--- src/rtl/datapath_unit.sv ---
// -----------------------------------------------------------------------------
// datapath_unit
//   Execution datapath for the CPU: 8-entry register file, A/B operand
//   registers, single-position shifter, 4-function ALU, result register C and
//   Z/N/V status flags. All sequencing comes from the external controller via
//   the strobe inputs; the datapath itself has no FSM.
//
//   Optional feature macro: DATAPATH_OVF_EN
//     defined   -> V flag computed and captured on loads
//     undefined -> V flag register removed, V_out tied to 0
//
// Parameters
//   W             datapath width (register file fixed at 8 entries)
// Ports
//   clk           clock, all state updates on posedge
//   reset_n       asynchronous active-low reset, clears every register
//   nsel          one-hot index select: 100=rn, 010=rd, 001=rm, else R0
//   rn, rd, rm    register indices from the decoded instruction
//   vsel          write-back source: 00=C, 01=sximm8, 10=mdata, 11=pc
//   write         register file write strobe
//   loada, loadb  capture R[index] into A / B
//   asel, bsel    ALU Ain=0 when asel, Bin=sximm5 when bsel
//   shift         00=none, 01=LSL1, 10=LSR1, 11=ASR1
//   aluop         00=ADD, 01=SUB, 10=AND, 11=NOT Bin
//   loadc, loads  capture ALU result into C / flags into status
//   sximm8        sign-extended 8-bit immediate
//   sximm5        sign-extended 5-bit immediate
//   mdata         memory read data
//   pc            8-bit program counter
//   datapath_out  contents of C
//   Z_out, N_out, V_out  status flags
// -----------------------------------------------------------------------------
module datapath_unit #(
  parameter int W = 16
) (
  input  logic         clk,
  input  logic         reset_n,
  input  logic [2:0]   nsel,
  input  logic [2:0]   rn,
  input  logic [2:0]   rd,
  input  logic [2:0]   rm,
  input  logic [1:0]   vsel,
  input  logic         write,
  input  logic         loada,
  input  logic         loadb,
  input  logic         asel,
  input  logic         bsel,
  input  logic [1:0]   shift,
  input  logic [1:0]   aluop,
  input  logic         loadc,
  input  logic         loads,
  input  logic [W-1:0] sximm8,
  input  logic [W-1:0] sximm5,
  input  logic [W-1:0] mdata,
  input  logic [7:0]   pc,
  output logic [W-1:0] datapath_out,
  output logic         Z_out,
  output logic         N_out,
  output logic         V_out
);

  function automatic logic signed [W-1:0] shift_f(input logic [1:0] op,
                                                   input logic signed [W-1:0] b);
    case (op)
      2'b01:   shift_f = {b[W-2:0], 1'b0};
      2'b10:   shift_f = {1'b0, b[W-1:1]};
      2'b11:   shift_f = {b[W-1], b[W-1:1]};
      default: shift_f = b;
    endcase
  endfunction

  // ADD/SUB wrap modulo 2^W; the carry out is discarded.
  function automatic logic signed [W-1:0] alu_f(input logic [1:0] op,
                                                 input logic signed [W-1:0] a,
                                                 input logic signed [W-1:0] b);
    case (op)
      2'b00:   alu_f = a + b;
      2'b01:   alu_f = a - b;
      2'b10:   alu_f = a & b;
      default: alu_f = ~b;
    endcase
  endfunction

`ifdef DATAPATH_OVF_EN
  function automatic logic ovf_f(input logic [1:0] op,
                                 input logic signed [W-1:0] a,
                                 input logic signed [W-1:0] b,
                                 input logic signed [W-1:0] r);
    case (op)
      2'b00:   ovf_f = (a[W-1] == b[W-1]) && (r[W-1] != a[W-1]);
      2'b01:   ovf_f = (a[W-1] != b[W-1]) && (r[W-1] != a[W-1]);
      default: ovf_f = 1'b0;
    endcase
  endfunction
`endif

  logic        [W-1:0] regs [8];
  logic        [2:0]   idx;
  logic        [W-1:0] rd_data;
  logic        [W-1:0] wb_data;
  logic signed [W-1:0] reg_a;
  logic signed [W-1:0] reg_b;
  logic signed [W-1:0] reg_c;
  logic signed [W-1:0] ain;
  logic signed [W-1:0] bin;
  logic signed [W-1:0] alu_res;
  logic                z_q;
  logic                n_q;

  // Read and write share the index chosen by nsel in a given cycle.
  always_comb begin
    idx = 3'd0;
    case (nsel)
      3'b100:  idx = rn;
      3'b010:  idx = rd;
      3'b001:  idx = rm;
      default: idx = 3'd0;
    endcase
  end

  assign rd_data = regs[idx];

  always_comb begin
    wb_data = reg_c;
    case (vsel)
      2'b00:   wb_data = reg_c;
      2'b01:   wb_data = sximm8;
      2'b10:   wb_data = mdata;
      default: wb_data = {{(W-8){1'b0}}, pc};
    endcase
  end

  assign ain     = asel ? '0 : reg_a;
  assign bin     = bsel ? sximm5 : shift_f(shift, reg_b);
  assign alu_res = alu_f(aluop, ain, bin);

  // ---- stage boundary: register file and A/B operand registers ----
  // Both the read port feeding A/B and the write port act on the same edge,
  // so A/B see the pre-write contents (read-before-write).
  always_ff @(posedge clk or negedge reset_n) begin
    if (!reset_n) begin
      for (int i = 0; i < 8; i++) regs[i] <= '0;
      reg_a <= '0;
      reg_b <= '0;
    end else begin
      if (write) regs[idx] <= wb_data;
      if (loada) reg_a     <= rd_data;
      if (loadb) reg_b     <= rd_data;
    end
  end

  // ---- stage boundary: result register C and status flags ----
  always_ff @(posedge clk or negedge reset_n) begin
    if (!reset_n) begin
      reg_c <= '0;
      z_q   <= 1'b0;
      n_q   <= 1'b0;
    end else begin
      if (loadc) reg_c <= alu_res;
      if (loads) begin
        z_q <= (alu_res == '0);
        n_q <= alu_res[W-1];
      end
    end
  end

`ifdef DATAPATH_OVF_EN
  logic v_q;

  always_ff @(posedge clk or negedge reset_n) begin
    if (!reset_n) begin
      v_q <= 1'b0;
    end else if (loads) begin
      v_q <= ovf_f(aluop, ain, bin, alu_res);
    end
  end

  assign V_out = v_q;
`else
  assign V_out = 1'b0;
`endif

  assign datapath_out = reg_c;
  assign Z_out        = z_q;
  assign N_out        = n_q;

endmodule

--- config.mk ---
export PLATFORM = sky130hd
export DESIGN_NAME = datapath_unit
export DESIGN_NICKNAME = d
export VERILOG_FILES = /design/src/rtl/datapath_unit.sv
export SDC_FILE = /design/constraint.sdc
export NUM_CORES = 1
export LEC_CHECK = 0
export ABC_AREA = 1
export CAP_MARGIN = 25
export CORE_UTILIZATION = 30
export CTS_CLUSTER_DIAMETER = 80
export DETAILED_ROUTE_END_ITERATION = 10
export MAX_ROUTING_LAYER = met4
export PLACE_DENSITY = 0.46
export SKIP_CTS_REPAIR_TIMING = 1
export SLEW_MARGIN = 20
export SYNTH_ARGS = -nofsm -noshare
export SYNTH_HDL_FRONTEND = slang
export SYNTH_SLANG_ARGS = --single-unit
--- constraint.sdc ---
create_clock -name clk -period 2.89 [get_ports clk]
set_input_delay 0.867 -clock clk [delete_from_list [all_inputs] [get_ports clk]]
set_output_delay 0.867 -clock clk [all_outputs]
set_load 0.005 [all_outputs]
==> results.sh, run 1 <==
export IMPL_outcome="finished, violations left"
export IMPL_violations="negative setup slack"
export IMPL_clock_latency_ns=0.44
export IMPL_synth_xor_area_share=0.0110
export IMPL_synth_area_leaders="dfrtp_1 43%, nand2_1 13%, o21ai_0 8.7%"
export IMPL_rr_worst_depth=23
export IMPL_cts_sinks=178
export IMPL_nets=1769
export IMPL_synth_compound_area_share=0.166
export IMPL_drt_drc_violations_left=0
export IMPL_drt_pre_antenna_iters=5
export IMPL_drv_cap=0
export IMPL_synth_async_reset_ratio=1.00
export IMPL_gr_usage_all_layers=0.215
export IMPL_synthSimpleGateAreaFrac=0.236
export IMPL_h_tree_depth=4
export IMPL_drt_iter0_markers=600
export IMPL_holdWs_ns=0.409
export IMPL_synthAdderAreaFrac=0.0225
export IMPL_clock_fmax_mhz=284
export IMPL_synth_area_mux_share=0.0381
export IMPL_synth_edf_count=0
export IMPL_hold_viol=0
export IMPL_die_w_um=188
export IMPL_power_density_nw_per_um2=639
export IMPL_hold_class="in -> async"
export IMPL_path_class="in -> reg"
export IMPL_postLayoutCoreUtil=0.442
export IMPL_cts_tree="built"
export IMPL_rsz0062_at_grt="yes"
export IMPL_numCtsBuffers=17
export IMPL_cts_clk_slew_worst_paths_ns=0.08
export IMPL_layout_commonest_cell="nand2_1"
export IMPL_n_antenna_cell=0
export IMPL_final_cell_mix="342 x nand2_1, 207 x buf_4, 178 x dfrtp_1"
export IMPL_grt_first_pass_wirelength_um=56600
export IMPL_period_share=1.22
export IMPL_synth_top_family_by_area="simple AND/OR/NAND/NOR gates"
export IMPL_worstPathRequired_ns=3.27
export IMPL_crit_path_end="Z_out$_DFFE_PN0P_"
export IMPL_finalSetupViolCount=13
export IMPL_antenna_found_initial=0
export IMPL_yosys_warnings=0
export IMPL_mappedNetlistArea_um2=10400
export IMPL_drt_wirelength_per_cell_um=16.9
export IMPL_die_h_um=188
export IMPL_ys_types=43
export IMPL_r2r_start="reg_b[1]$_DFFE_PN0P_"
export IMPL_wirelength_um=36000
export IMPL_worst_pin_slew_ns=0.678
export IMPL_drtAntennaViolNets=0
export IMPL_final_setup_skew_ns=0.0192
export IMPL_area_delta_synth_final_pct=43.9
export IMPL_p_total_w=0.00952
export IMPL_dp_slack_ns=-1.58
export IMPL_yosysTopAreaCell="dfrtp_1"
export IMPL_end_kind="flop"
export IMPL_ir_drop_uv=412
export IMPL_syn_inst=1371
export IMPL_r2r_end="Z_out$_DFFE_PN0P_"
export IMPL_grt_max_degree=61
export IMPL_num_rows=67
export IMPL_syn_area_per_cell_um2=7.55
export IMPL_arrival_ns=3.91
export IMPL_fin_ws_ns=-0.636
export IMPL_design_area_um2=14900
export IMPL_dp_hpwl_um=26800
export IMPL_startpoint_type="input pin"
export IMPL_pin_count=102
export IMPL_slew_headroom=0.548
export IMPL_ys_flop_type="dfrtp_1"
export IMPL_crit_fanout=6
export IMPL_clockRootBuffer="clkbuf_16"
export IMPL_grt_remaining_overflow=0
export IMPL_die_area_um2=35300
export IMPL_start_util=0.307
export IMPL_core_um2=33700
export IMPL_grt_pass1_vias=10000
export IMPL_regToRegSetupSlack_ns=-0.38
export IMPL_vias_per_cell=4.69
export IMPL_ys_ff_latch=178
export IMPL_synth_nets=1472
export IMPL_ys_seq_area_frac=0.430
export IMPL_place_area_um2=13500
export IMPL_netlist_area_leader_share=0.430
export IMPL_leakagePower_nw=7.25
export IMPL_period_needed_ns=3.53
export IMPL_gp_congestion=0.893
export IMPL_drive_gt1_frac=0.277
export IMPL_clockBufferDepth=2
export IMPL_crit_start="shift[1]"
export IMPL_port_buffer_count=100
export IMPL_num_vias=9982
export IMPL_slew_viol_final=0
## worst max-delay path: stages
cell,delay (ns)
buf_6,0.09
buf_8,0.13
buf_12,0.14
a21oi_2,0.13
nand3_2,0.13
nand2_4,0.13
nand3_4,0.11
nor2_4,0.17
nand3_4,0.11
o21ai_1,0.16
xor2_1,0.20
ha_1,0.31
nand2_1,0.10
nor2_2,0.05
o21ai_1,0.09
nand4_1,0.14
nand2_1,0.12
nand2_2,0.06
a21oi_2,0.14
nand2_1,0.06
nand2_1,0.05
nor2_1,0.04
nor2_1,0.16
nand4_1,0.11
nand2_1,0.07
## worst min-delay path by stage
stage	startpoint	endpoint	slack, ns
after floorplan	reg_a[12]$_DFFE_PN0P_	reg_a[12]$_DFFE_PN0P_	0.45
after global placement	reg_a[6]$_DFFE_PN0P_	reg_a[6]$_DFFE_PN0P_	0.47
after detailed placement	reg_a[6]$_DFFE_PN0P_	reg_a[6]$_DFFE_PN0P_	0.47
after CTS	reset_n	regs[95]$_DFFE_PN0P_	0.42
after global routing	reset_n	regs[28]$_DFFE_PN0P_	0.44
final	reset_n	regs[95]$_DFFE_PN0P_	0.41
## state kept, by name (all words and copies together), names as in the netlist
register and flops:
N_out 1, regs 128, reg_a 16, datapath_out 16
Z_out 1, reg_b 16
## synthesized netlist by cell type, types with 11 or more instances
cell,n
mux2_2,35
nand2_1,358
clkbuf_1,34
nand3_1,61
xor2_1,11
a21oi_1,111
nand4_1,17
ha_1,17
nor2_1,67
o21ai_0,179
buf_2,17
a221oi_1,15
inv_1,173
nand2_2,11
dfrtp_1,178
## metrics by stage
step	TNS [ns]	instances
5_1_grt	-8.14	2129
3_3_place_gp	-49.95	2072
4_1_cts	-13.24	2104
3_5_place_dp	-52.77	2072
2_1_floorplan	-5.44	1371
6_report	-5.63	2129
## cell families (layout without fill, tap and decap cells)
kind of cell / count (synthesis) / count (layout)
other: 1 / 1
DFF: 178 / 178
and+or+nand+nor: 560 / 560
muxes: 35 / 35
AOI/OAI and AO/OA: 322 / 322
xor gates and xnor gates: 13 / 13
buffers and inverters: 244 / 554
adders and majority gates: 18 / 18
## where the power goes
part           total [W]  leakage, nW  switching, W  internal [W]
Clock            0.00240        0.283       0.00110       0.00129
Combinational    0.00363         4.84       0.00192       0.00171
Sequential       0.00350         2.13      0.000320       0.00317
## final cells by class
| cell class | count | area (um2) |
|---|---|---|
| clock inverter | 13 | 153 |
| tap | 448 | 561 |
| sequential | 178 | 4450 |
| multi-input combinational | 949 | 5470 |
| timing repair buffer | 338 | 3130 |
| fill | 3471 | 18800 |
| clock buffer | 19 | 433 |
| inverter | 184 | 696 |
## layer usage
layer  GRT usage  routed length [um]  up-vias  part of all wire
met3      0.0262                 990       27             0.028
met2       0.353               17600      143              0.49
li1            -                   -     5045                 -
met5           -                   0        -                 0
met4      0.0516                 518        0             0.014
met1       0.281               16800     4767              0.47
No activity file was read; power rests on OpenSTA's default activity.
==> run 2, diff against run 1 <==
--- a/config.mk
+++ b/config.mk
@@ -10,8 +10,8 @@
 export CORE_UTILIZATION = 30
 export CTS_CLUSTER_DIAMETER = 80
 export DETAILED_ROUTE_END_ITERATION = 10
+export HOLD_SLACK_MARGIN = 0.1
 export MAX_ROUTING_LAYER = met4
-export PLACE_DENSITY = 0.46
 export SKIP_CTS_REPAIR_TIMING = 1
 export SLEW_MARGIN = 20
 export SYNTH_ARGS = -nofsm -noshare
==> run 2 against run 1 <==
The run still ends with negative setup slack left. Core utilization fell by 1.3 points. Register-to-register slack got worse by 0.04 ns. Sequential power barely moved.
==> results.sh, run 2 (same netlist as run 1, synthesis figures left out) <==
export IMPL_outcome="finished, violations left"
export IMPL_p_sw_w=0.00323
export IMPL_violations="negative setup slack"
export IMPL_port_buffer_count=100
export IMPL_hold_viol=0
export IMPL_top_register="regs"
export IMPL_core_um2=33700
export IMPL_h_tree_depth=4
export IMPL_area_delta_synth_final_pct=39.7
export IMPL_die_w_um=188
export IMPL_worstPathBufferInverterCount=5
export IMPL_end_kind="flop"
export IMPL_arrival_ns=3.87
export IMPL_grt_first_pass_wirelength_um=51100
export IMPL_crit_chain="buf_2 > inv_4 > or2_4 > nand2_4 > ha_4 > nand3_4 > nor2_4 > nand3_4 > o31ai_4 > xor2_1 > ha_1 > inv_1 > o21bai_2 > a21oi_2 > o211ai_1 > a31oi_1 > inv_1 > nand2_1 > nand3_1 > nand2_1 > inv_2 > nand4_1 > nand2_1"
export IMPL_largest_register_ffs=128
export IMPL_drive_gt1_frac=0.255
export IMPL_dp_hpwl_um=24000
export IMPL_wirelength_um=32400
export IMPL_crit_fanout=8
export IMPL_p_int_w=0.00598
export IMPL_start_util=0.307
export IMPL_drt_drc_violations_left=0
export IMPL_drv_cap=0
export IMPL_cp_slowest_stage_delay_ns=0.29
export IMPL_holdWs_ns=0.275
export IMPL_final_cell_mix="345 x nand2_1, 178 x dfrtp_1, 175 x buf_4"
export IMPL_power_density_nw_per_um2=637
export IMPL_power_share_clock=0.251
export IMPL_gp_congestion=0.912
export IMPL_clockBufferDepth=2
export IMPL_clock_latency_ns=0.43
export IMPL_slowest_stage="ha_1"
export IMPL_cts_clk_slew_worst_paths_ns=0.08
export IMPL_fill_cells=3333
export IMPL_vias_per_cell=4.78
export IMPL_leakagePower_nw=6.99
export IMPL_path_class="in -> reg"
export IMPL_slew_viol_final=0
export IMPL_die_h_um=188
export IMPL_n_antenna_cell=0
export IMPL_finalSetupViolCount=13
export IMPL_grt_pass1_vias=9725
export IMPL_grt_max_degree=65
export IMPL_clockRootBuffer="clkbuf_16"
export IMPL_drt_wirelength_per_cell_um=15.5
export IMPL_cp_common_cell="nand2_1"
export IMPL_worstPathRequired_ns=3.22
export IMPL_seq_power_share=0.382
export IMPL_hold_class="in -> async"
export IMPL_drtAntennaViolNets=0
export IMPL_num_vias=9984
export IMPL_drt_pre_antenna_iters=5
export IMPL_cts_tree="built"
export IMPL_grt_remaining_overflow=0
export IMPL_worst_pin_slew_ns=0.676
export IMPL_dp_slack_ns=-1.66
export IMPL_cp_top_family="simple AND/OR/NAND/NOR gates"
export IMPL_ir_drop_uv=458
export IMPL_drt_iter0_markers=807
export IMPL_final_setup_skew_ns=0.0133
export IMPL_p_comb_frac=0.368
export IMPL_antenna_found_initial=0
export IMPL_period_needed_ns=3.55
export IMPL_cts_sinks=178
export IMPL_numCtsBuffers=17
export IMPL_clock_fmax_mhz=282
export IMPL_slew_headroom=0.548
export IMPL_num_rows=67
export IMPL_fin_ws_ns=-0.656
export IMPL_gr_usage_all_layers=0.187
export IMPL_rsz0062_at_grt="yes"
export IMPL_startpoint_type="input pin"
export IMPL_period_share=1.23
export IMPL_nets=1730
export IMPL_die_area_um2=35300
export IMPL_pin_count=102
export IMPL_layout_commonest_cell="nand2_1"
export IMPL_swShare=0.350
## run 2: per-stage QoR
step	utilization	TNS (ns)	instance area [um2]	power, W	instances
floorplan	-	-5.44	10400	0.00512	1371
global placement	0.392	-38.11	13200	0.00651	2038
detailed placement	0.392	-45.81	13200	0.00657	2038
CTS	0.409	-12.75	13800	0.00891	2070
global route	0.429	-7.99	14500	0.00981	2090
finish	0.429	-5.58	14500	0.00921	2090
## run 2: path summary, 6_finish.rpt
path	cells past startpoint	end	slack (ns)	start
worst max-delay path	23	Z_out$_DFFE_PN0P_	-0.66	bsel
worst min-delay path	1	regs[125]$_DFFE_PN0P_	0.28	reset_n
worst max register to register	22	Z_out$_DFFE_PN0P_	-0.42	reg_b[2]$_DFFE_PN0P_
worst min register to register	2	reg_a[8]$_DFFE_PN0P_	0.48	reg_a[8]$_DFFE_PN0P_
max in group asynchronous	2	regs[89]$_DFFE_PN0P_	1.87	reset_n
min in group clk	2	reg_a[8]$_DFFE_PN0P_	0.48	reg_a[8]$_DFFE_PN0P_
## run 2: power by group through the flow
stage | Clock, W | Combinational (W) | Sequential (W)
global placement | 0 | 0.00298 | 0.00352
CTS | 0.00235 | 0.00306 | 0.00350
detailed placement | 0 | 0.00303 | 0.00354
finish | 0.00231 | 0.00339 | 0.00351
floorplan | 0 | 0.00168 | 0.00345
global route | 0.00245 | 0.00377 | 0.00359
## run 2: metal layers
| metal | global-route usage | up-vias | part of all wire |
|---|---|---|---|
| met3 | 0.0204 | 26 | 0.034 |
| li1 | - | 4962 | - |
| met2 | 0.309 | 200 | 0.48 |
| met5 | - | - | 0 |
| met4 | 0.0488 | 0 | 0.017 |
| met1 | 0.245 | 4796 | 0.47 |
## run 2: cell type report
type	count	area, um2	area share
clock buffer	17	425	0.0294
clock inverter	15	159	0.0110
inverter	184	703	0.0486
multi-input combinational	949	5420	0.375
sequential	178	4450	0.308
tap	448	561	0.0388
timing repair buffer	299	2740	0.190
==> run 3, diff against run 2 <==
--- a/config.mk
+++ b/config.mk
@@ -9,9 +9,11 @@
 export CAP_MARGIN = 25
 export CORE_UTILIZATION = 30
 export CTS_CLUSTER_DIAMETER = 80
+export CTS_CLUSTER_SIZE = 12
 export DETAILED_ROUTE_END_ITERATION = 10
 export HOLD_SLACK_MARGIN = 0.1
 export MAX_ROUTING_LAYER = met4
+export PLACE_DENSITY = 0.57
 export SKIP_CTS_REPAIR_TIMING = 1
 export SLEW_MARGIN = 20
 export SYNTH_ARGS = -nofsm -noshare
==> run 3 against run 2 <==
The run still ends with negative setup slack left. Critical path depth is 2 lower. Largest power group unchanged. Via count is 1.2% lower. Sequential cell count did not move. Clock skew is 0.0066 ns lower. Worst setup slack lost 0.028 ns. Highest routed layer unchanged. Largest cell class unchanged. Core utilization is 0.17 points lower. First-iteration DRC count down 11%. Non-clock buffer count decreased by 7. Register-to-register slack improved by 0.04 ns. Clock power about the same. Sequential power hardly changed. Critical path type unchanged. Final cell count is 0.38% lower.
==> results.sh, run 3 (same netlist as run 1, synthesis figures left out) <==
export IMPL_power_density_nw_per_um2=637
export IMPL_cts_clk_slew_worst_paths_ns=0.07
export IMPL_clock_fmax_mhz=280
export IMPL_cp_slowest_stage_delay_ns=0.42
export IMPL_clockRootBuffer="clkbuf_16"
export IMPL_end_kind="flop"
export IMPL_final_setup_skew_ns=0.00675
export IMPL_violations="negative setup slack"
export IMPL_n_antenna_cell=0
export IMPL_largest_register_ffs=128
export IMPL_cts_tree="built"
export IMPL_drt_drc_violations_left=0
export IMPL_gr_usage_all_layers=0.188
export IMPL_port_buffer_count=100
export IMPL_drt_pre_antenna_iters=5
export IMPL_num_rows=67
export IMPL_clock_latency_ns=0.43
export IMPL_num_vias=9864
export IMPL_startpoint_type="input pin"
export IMPL_rsz0062_at_grt="yes"
export IMPL_die_h_um=188
export IMPL_antenna_found_initial=0
export IMPL_drtAntennaViolNets=0
export IMPL_dp_hpwl_um=23700
export IMPL_die_area_um2=35300
export IMPL_dp_slack_ns=-1.55
export IMPL_crit_chain="clkdlybuf4s50_1 > or2_4 > nand2_4 > nand2_4 > nor3_4 > nor2_1 > xor2_1 > ha_1 > nand2_2 > nor3_4 > nand2_2 > nand2_2 > a21oi_2 > or2_2 > nand3_1 > nand2_1 > inv_2 > nand4_1 > nor2_1 > nand4_1 > nand2_1"
export IMPL_grt_first_pass_wirelength_um=51300
export IMPL_instances_no_fill=2082
export IMPL_grt_max_degree=62
export IMPL_nets=1723
export IMPL_drt_iter0_markers=720
export IMPL_met1_usage=0.243
export IMPL_hold_viol=0
export IMPL_start_util=0.307
export IMPL_outcome="finished, violations left"
export IMPL_setup_tns_ns=-5.37
export IMPL_drt_wirelength_per_cell_um=15.1
export IMPL_vias_per_cell=4.74
export IMPL_worst_pin_slew_ns=0.661
export IMPL_busiest_layer="met2"
export IMPL_cts_sinks=178
export IMPL_core_um2=33700
export IMPL_slowest_stage="clkdlybuf4s50_1"
export IMPL_top_register="regs"
export IMPL_slew_viol_final=0
export IMPL_met3_usage=0.0245
export IMPL_hold_class="in -> async"
export IMPL_drv_cap=0
export IMPL_leakagePower_nw=6.95
export IMPL_arrival_ns=3.94
export IMPL_h_tree_depth=4
export IMPL_period_needed_ns=3.57
export IMPL_gp_congestion=0.924
export IMPL_crit_fanout=4
export IMPL_grt_remaining_overflow=0
export IMPL_worstPathRequired_ns=3.26
export IMPL_cp_common_cell="nand2_2"
export IMPL_die_w_um=188
export IMPL_drive_gt1_frac=0.257
export IMPL_wirelength_um=31500
export IMPL_numCtsBuffers=17
export IMPL_final_cell_mix="340 x nand2_1, 178 x dfrtp_1, 173 x buf_4"
export IMPL_ir_drop_uv=462
export IMPL_clockBufferDepth=2
export IMPL_fin_ws_ns=-0.683
export IMPL_layout_commonest_cell="nand2_1"
export IMPL_use_met2=0.305
export IMPL_dpl_cell_count=2037
export IMPL_slew_headroom=0.558
export IMPL_path_class="in -> reg"
export IMPL_area_delta_synth_final_pct=39.2
export IMPL_grt_pass1_vias=9792
export IMPL_pin_count=102
export IMPL_period_share=1.24
export IMPL_postLayoutCoreUtil=0.427
export IMPL_finalSetupViolCount=13
run 3: cell types whose count changed in the layout (fill, tap and decap cells not counted), moves of 4 or more:
cell      previous run  this run
a221oi_1            12         6
a221oi_2             3         9
inv_6                6         2
inv_8                5         1
nand2_1            345       340
nand2_2             18        22
nand3_2             16        12
run 3: routing by layer:
metal,part of all wire,wire length [um]
met5,0,0
met4,0.022,684
met3,0.034,1060
met2,0.49,15300
met1,0.46,14400
run 3: final cells by class:
| cell class | count | area (um2) |
|---|---|---|
| Inverter | 184 | 701 |
| Multi-Input combinational cell | 949 | 5470 |
| Clock buffer | 21 | 460 |
| Sequential cell | 178 | 4450 |
| Timing Repair Buffer | 292 | 2630 |
| Tap cell | 448 | 561 |
| Fill cell | 3387 | 19300 |
| Clock inverter | 10 | 126 |
run 3: where the power goes:
part	leakage [nW]	internal [W]	total, W	switching, W
combinational	4.53	0.00157	0.00337	0.00181
clock	0.282	0.00133	0.00231	0.000980
sequential	2.13	0.00318	0.00350	0.000325
run 3: critical path, delay by kind of cell:
family,cells,cell delay [ns]
fa+ha+maj,1,0.36
compound gates,1,0.06
xor+xnor,1,0.14
simple gates,16,2.02
buf+inv,2,0.49
run 3: path summary, 6_finish.rpt:
kind	cells past startpoint	end	startpoint	slack, ns
max in group asynchronous	2	reg_b[4]$_DFFE_PN0P_	reset_n	1.83
hold / removal	1	regs[125]$_DFFE_PN0P_	reset_n	0.37
hold reg to reg	2	reg_a[12]$_DFFE_PN0P_	reg_a[12]$_DFFE_PN0P_	0.49
setup / recovery	21	Z_out$_DFFE_PN0P_	sximm5[5]	-0.68
setup reg to reg	22	Z_out$_DFFE_PN0P_	reg_b[1]$_DFFE_PN0P_	-0.38
min in group clk	2	reg_a[12]$_DFFE_PN0P_	reg_a[12]$_DFFE_PN0P_	0.49
run 3: metrics by stage:
step	total power [W]	hold WS, ns	instance area (um2)
after floorplan	0.00512	0.453	10400
after global placement	0.00652	0.469	13200
after detailed placement	0.00657	0.477	13200
after CTS	0.00891	0.381	13700
after global routing	0.00982	0.393	14400
final	0.00918	0.368	14400
